### config.mk
export PLATFORM = sky130hd
export DESIGN_NAME = serial_regfile_seq
export DESIGN_NICKNAME = d
export VERILOG_FILES = /design/src/rtl/rf_pkg.sv /design/src/rtl/serial_rf_counter.sv /design/src/rtl/serial_regfile_seq.sv
export SDC_FILE = /design/constraint.sdc
export NUM_CORES = 1
export LEC_CHECK = 0
export BUFFER_PORTS_ARGS = -buffer_cell sky130_fd_sc_hd__buf_2
export CAP_MARGIN = 40
export CELL_PAD_IN_SITES_DETAIL_PLACEMENT = 0
export CELL_PAD_IN_SITES_GLOBAL_PLACEMENT = 1
export CORE_MARGIN = 2
export CORE_UTILIZATION = 47
export DETAILED_ROUTE_END_ITERATION = 12
export PLACE_DENSITY_LB_ADDON = 0.08
export SYNTH_ARGS = -nofsm -noshare
export SYNTH_HDL_FRONTEND = slang
export SYNTH_SLANG_ARGS = --single-unit
### constraint.sdc
create_clock -name clk -period 2.2 [get_ports clk]
set_input_delay 0.44 -clock clk [delete_from_list [all_inputs] [get_ports clk]]
set_output_delay 0.44 -clock clk [all_outputs]
set_load 0.05 [all_outputs]
### src/rtl/rf_pkg.sv
// Shared types and sizing helpers for the digit-serial register file
// and the serial datapath sequencers built around it.
package rf_pkg;

    typedef enum logic [1:0] {
        IDLE  = 2'd0,
        SHIFT = 2'd1,
        DONE  = 2'd2
    } state_t;

    localparam int DEF_WIDTH    = 32;
    localparam int DEF_NUM_REGS = 16;

    // Index width for n items, never below one bit so a 1-digit build still has a counter.
    function automatic int sel_width(input int n);
        return (n <= 2) ? 1 : $clog2(n);
    endfunction

endpackage

### src/rtl/serial_rf_counter.sv
// Digit counter with last-digit flag; wraps to zero on the final digit.
import rf_pkg::*;

module serial_rf_counter #(
    parameter int NDIG  = 32,
    parameter int CNT_W = sel_width(NDIG)
) (
    input  logic             clk,
    input  logic             rst_n,
    input  logic             clr,
    input  logic             en,
    output logic [CNT_W-1:0] cnt,
    output logic             last
);

    assign last = (cnt == CNT_W'(NDIG - 1));

    always_ff @(posedge clk) begin
        if (!rst_n || clr)
            cnt <= '0;
        else if (en)
            cnt <= last ? '0 : cnt + 1'b1;
    end

endmodule

### src/rtl/serial_regfile_seq.sv
// Self-sequenced digit-serial register file: two serial read ports and one
// serial write port per full-word transaction, MSB digit first.
import rf_pkg::*;

module serial_regfile_seq #(
    parameter int  WIDTH    = DEF_WIDTH,
    parameter int  NUM_REGS = DEF_NUM_REGS,
    parameter int  DIGIT    = 1,
    localparam int SEL_W    = sel_width(NUM_REGS),
    localparam int NDIG     = WIDTH / DIGIT,
    localparam int CNT_W    = sel_width(NDIG)
) (
    input  logic             clk,
    input  logic             rst_n,
    input  logic             start,
    input  logic [SEL_W-1:0] r_sel1,
    input  logic [SEL_W-1:0] r_sel2,
    input  logic [SEL_W-1:0] write_register,
    input  logic             wr_en,
    input  logic [DIGIT-1:0] write_value,
    output logic [DIGIT-1:0] r_value1,
    output logic [DIGIT-1:0] r_value2,
    output logic [CNT_W-1:0] digit_idx,
    output logic             busy,
    output logic             done
);

    typedef struct packed {
        logic [SEL_W-1:0] sel1;
        logic [SEL_W-1:0] sel2;
        logic [SEL_W-1:0] wsel;
        logic             wr_en;
    } txn_t;

    state_t state, state_nx;
    txn_t   txn;
    logic   accept, last;

    logic [NUM_REGS-1:0][WIDTH-1:0] regs;
    logic [NUM_REGS-1:0][WIDTH-1:0] rot_nx;

    assign accept = (state == IDLE) && start;
    assign busy   = (state == SHIFT);
    assign done   = (state == DONE);

    serial_rf_counter #(.NDIG(NDIG), .CNT_W(CNT_W)) u_cnt (
        .clk   (clk),
        .rst_n (rst_n),
        .clr   (accept),
        .en    (busy),
        .cnt   (digit_idx),
        .last  (last)
    );

    always_comb begin
        state_nx = state;
        case (state)
            IDLE:    if (start) state_nx = SHIFT;
            SHIFT:   if (last)  state_nx = DONE;
            DONE:    state_nx = IDLE;
            default: state_nx = IDLE;
        endcase
    end

    // Rotate-left by one digit; the write target takes the incoming digit in
    // place of the one it rotates out. Slot 0 stays zero.
    always_comb begin
        rot_nx = '0;
        for (int i = 1; i < NUM_REGS; i++) begin
            rot_nx[i] = (regs[i] << DIGIT) | (regs[i] >> (WIDTH - DIGIT));
            if (txn.wr_en && (txn.wsel == SEL_W'(i)))
                rot_nx[i][DIGIT-1:0] = write_value;
        end
    end

    // Top digit is presented before the edge that replaces it, so a read of
    // the write target still returns the old word.
    assign r_value1 = busy ? regs[txn.sel1][WIDTH-1 -: DIGIT] : '0;
    assign r_value2 = busy ? regs[txn.sel2][WIDTH-1 -: DIGIT] : '0;

    always_ff @(posedge clk) begin
        if (!rst_n) begin
            state <= IDLE;
            txn   <= '0;
            regs  <= '0;
        end else begin
            state <= state_nx;
            if (accept)
                txn <= '{sel1: r_sel1, sel2: r_sel2, wsel: write_register, wr_en: wr_en};
            if (busy)
                regs <= rot_nx;
        end
    end

endmodule

* Word level (Yosys, flattened, before mapping)
Cells that the tools add are included.
Storage, ports and cells: input port bits 17, register bits after elaboration 500, bits in latches 0, memory bits (read-only) 0, memories kept 0, memory bits (writable) 0, output and inout port bits 9
Operators by class: shifts and indexed selects 0, mux-type cells 25, add/sub/neg operators 1, reduce and logical (&&, ||, !) cells 20, eq/ne operators 20, div/mod/pow operators 0, order comparisons 2, $mul 0, bitwise gates (word level) 15
Operators with widths (count):
- bitwise OR 32 x 1 -> 32 bit | 15
- binary-select mux 32 bit (select 4 bit) | 2
- 2-to-1 mux 32 bit | 2
- == test 4 bit, second input constant | 8
- 2-to-1 mux 1 bit | 17
- == test 4 x 3 -> 1 bit, second input constant | 4
- logical AND 1 bit | 16
- less-than comparator 4 x 5 -> 1 bit, second input constant | 2
- == test 4 x 2 -> 1 bit, second input constant | 2
- adder 5 x 1 -> 5 bit, second input constant | 1
- == test 5 bit, second input constant | 1
- 2-to-1 mux 5 bit | 1
- == test 4 x 1 -> 1 bit, second input constant | 1
- 2-to-1 mux 2 bit | 2
- one-hot mux 2 bit (2 select lines) | 1
- == test 2 x 1 -> 1 bit, second input constant | 1
- == test 2 bit, second input constant | 1
- zero test 2 bit | 1
- inequality test 2 x 1 -> 1 bit, second input constant | 1
- inequality test 2 bit, second input constant | 1
- AND reduction 2 bit | 1
- zero test 1 bit | 1
- logical OR 1 bit | 1

* Depth between registers and ports, before layout
depth after elaboration 3, mapped depth 8, gate-level depth less buffers 6

* Modules after synthesis
From an unflattened synthesis, not the netlist that was laid out.
Unflattened totals: cell total of the unflattened synthesis 2231, area, all modules 17680.7 µm²
Modules (own cells, without submodules):
- serial_regfile_seq | area each 17424.2 µm², times used 1, cells each 2208
- serial_rf_counter | area each 256.5 µm², times used 1, cells each 23

* Worst setup path before layout
OpenSTA, ideal clock, no wires.
kind register to output, from reg txn[9] (netlist bit), to out r_value1, data required time 1.760 ns, arrival 1.640 ns, cell stages (with the launch flop) 6, setup slack 0.120 ns, cell sequence dfxtp_1 -> buf_6 -> mux4_2 -> o211ai_2 -> o31ai_1 -> a221o_1
On the way: word-level cells in the longest chain between the ends 3
Ends and longest elaborated chain:
- start: declaration | line serial_regfile_seq.sv:36 | txn_t txn;
- start signal: assignment | line serial_regfile_seq.sv:89 | txn <= '{sel1: r_sel1, sel2: r_sel2, wsel: write_register, wr_en: wr_en};
- binary-select mux 32 bit (select 4 bit) | line serial_regfile_seq.sv:78 | assign r_value1 = busy ? regs[txn.sel1][WIDTH-1 -: DIGIT] : '0;
- 2-to-1 mux 32 bit (implied by the code) | line serial_regfile_seq.sv:78
- 2-to-1 mux 1 bit | line serial_regfile_seq.sv:78
- end: declaration | line serial_regfile_seq.sv:21 | output logic [DIGIT-1:0] r_value1,
No other way between the ends. The select of a mux whose other input is x is not followed.

* Worst setup path after layout
Ends and elaborated chain as after synthesis.

==> flow_summary.json <==
{
  "vias_per_cell": 5.11,
  "syn_inst": 2241,
  "cp-start-kind": "register",
  "synth_ff_type": "dfxtp_1",
  "n_fill_cell": 3606,
  "layout-drive-gt1-share": 0.0632,
  "holdWs_ps": 99.8,
  "portBuffers": 25,
  "grt_pass1_vias": 12500,
  "skew_ps": 10.9,
  "cts_inserted_buffers": 50,
  "dr.pass1.iters": 5,
  "yosysUniqueCellTypes": 32,
  "h-tree-depth": 2,
  "worst_pin_slew_ps": 917,
  "drc_errors": 0,
  "p_sw_w": 0.00408,
  "seq_power_share": 0.507,
  "netlist_top_cells_area": "dfxtp_1, nand2_1, a21oi_1",
  "vias": 13700,
  "seq_area_frac_synth": 0.568,
  "dieArea_sq_um": 39000,
  "rows": 70,
  "layout.cells.non_filler": 2683,
  "period_needed_ps": 2710,
  "initial_core_util": 0.479,
  "yosys.area.top_type": "dfxtp_1",
  "design_area_sq_um": 19700,
  "outcome": "finished, violations left",
  "worst_hold_path_type": "in -> reg",
  "cts_buffer_depth": 3,
  "swShare": 0.226,
  "fin_nets": 2198,
  "maxSlewViolCount": 0,
  "endpoint_kind": "output port",
  "grt_util_all_layers": 0.176,
  "pwr-share-clk": 0.446,
  "synth_nets": 2261,
  "avgRoutedWirePerCell_microns": 12.8,
  "die_x_microns": 198,
  "timing.fmax_mhz": 368,
  "ys_ff_latch": 500,
  "yosysWarnings": 0,
  "area_growth_pct": 11.6,
  "total_power_w": 0.0180,
  "cts_setup_buffers": 0,
  "grt_max_degree": 210,
  "antenna_found_initial": 0,
  "placed_cells": 2593,
  "synth_edf_count": 0,
  "worstPathMaxFanout": 4,
  "grt_pass1_wl_microns": 58300,
  "die_h_microns": 198,
  "crit_required_ps": 1760,
  "antenna_cells": 0,
  "cts_sinks": 500,
  "core_sq_um": 36800,
  "cts_hold_buf": 0,
  "p_comb_frac": 0.046,
  "ios": 26,
  "cts.root.buffer_cell": "clkbuf_16",
  "wirelength_microns": 34300,
  "clk-insertion-delay-late_ps": 580,
  "clkTransAtPathRegs_ps": 60,
  "fin_crit_sh": 1.23,
  "peakVddDrop_v": 0.000637,
  "ant_nets": 0,
  "layout_setup_ws_ps": -515,
  "cts_tree": "built",
  "synthArstFlopShare": 0,
  "initialDrtViolationCount": 910,
  "p_int_w": 0.0140,
  "final_hold_viol_count": 0,
  "violations": "negative setup slack",
  "max-cap-violations": 0,
  "syn-mean-instance-area_sq_um": 7.86,
  "power.leakage_nw": 6.31,
  "gp_congestion": 0.848,
  "power_density_nw_per_um2": 918,
  "cp.arrival_ps": 2270,
  "max_slew_margin": 0.388,
  "rsz0062_at_grt": "yes",
  "placed_area_sq_um": 18000,
  "syn_area_sq_um": 17600,
  "netlist.area_leader.share": 0.568,
  "tns_ps": -1010,
  "grt_overflow": 0,
  "setup_violations": 2,
  "critical_path_class": "reg -> out",
  "place_hpwl_microns": 19100
}
-- cells in the mapped netlist (all sizes together) (3+ instances only) --
cell type and count:
mux4 6, dfxtp 500, nand3b 4, clkbuf 108
inv 4, nand2 976, a311oi 9, nand2b 3
o21ai 13, a211oi 6, buf 61, nor2b 3
mux2i 6, a21oi 483, nor2 32, nor3 7
ha 3
-- power groups by stage --
stage	Clock (W)	Combinational [W]	Sequential [W]
floorplan	0	0.000626	0.00934
global placement	0	0.000839	0.00935
finish	0.00805	0.000839	0.00915
global route	0.00869	0.000939	0.00915
CTS	0.00833	0.000848	0.00915
detailed placement	0	0.000838	0.00935
-- path summary, 6_finish.rpt --
| kind | startpoint | to | slack, ps | cells past startpoint |
|---|---|---|---|---|
| worst max-delay path | txn[9] | r_value1 | -510 | 5 |
| worst min-delay path | r_sel2[3] | txn[8] | 100 | 3 |
| worst max register to register | state[0] | regs[217] | 350 | 5 |
| worst min register to register | regs[230] | regs[231] | 450 | 2 |
-- per-stage QoR --
stage | utilization | worst slack [ps]
final | 0.534 | -515
after floorplan | - | 120
after detailed placement | 0.490 | -26.1
after CTS | 0.534 | -569
after global placement | 0.490 | -8.36
after global routing | 0.534 | -596
-- state kept, by name, indices dropped and copies added (netlist names) --
signal and flops:
regs 480, state 2, txn 13, u_cnt.cnt 5
-- area by class of cell --
| cell class | instances | area, sq um | area share |
|---|---|---|---|
| inverters | 4 | 30.0 | 0.00153 |
| multi-input cells | 1568 | 6890 | 0.350 |
| repair buffers | 54 | 579 | 0.0295 |
| clock inverters | 7 | 38.8 | 0.00197 |
| clock buffers | 82 | 1520 | 0.0775 |
| flip-flops and latches | 500 | 10000 | 0.510 |
| well taps | 468 | 586 | 0.0298 |
-- per-layer routing --
metal / GRT usage / wire [microns] / part of all wire
met5: 0 / 0 / 0
met4: 0.0679 / 857 / 0.025
met3: 0.0260 / 883 / 0.026
met2: 0.286 / 15300 / 0.45
met1: 0.237 / 17200 / 0.50
-- layout by cell type (no fill, tap or decap), types with 2 or more instances in the layout --
master / instances
a211oi_1: 6
a21oi_1: 483
a221o_1: 2
a311oi_1: 9
and3_1: 2
buf_12: 15
buf_2: 22
buf_4: 14
clkbuf_1: 18
clkbuf_16: 52
clkbuf_8: 13
clkinv_2: 6
dfxtp_1: 498
dfxtp_4: 2
ha_1: 3
inv_1: 2
inv_8: 2
mux2_2: 2
mux2i_1: 6
mux4_1: 2
mux4_2: 4
nand2_1: 976
nand2b_1: 2
nand3_1: 2
nand3b_1: 4
nor2_1: 30
nor2_2: 2
nor2b_1: 3
nor3_1: 7
o211ai_2: 2
o21ai_0: 13
o31ai_1: 2
-- critical path: stages, from the launching register on --
cell,delay (ps)
dfxtp_4,370
mux4_2,500
o211ai_2,170
o31ai_1,90
a221o_1,390
buf_12,180
-- cells by family after synthesis --
kind of cell    Yosys count  synth area share
simple gates           1033             0.224
compound gates          518             0.152
flops                   500             0.568
buf+inv                 173            0.0409
mux                      14            0.0132
fa+ha+maj                 3           0.00213
-- timing repair --
action / 4_1_cts / 5_1_grt
resized for setup: 14 / 0
endpoints found under the setup margin: 3 / 3
hold endpoints to repair: 0 / 0
cloned: 0 / 1
pin swaps: 3 / 0
Power figures use the tool's default switching activity.
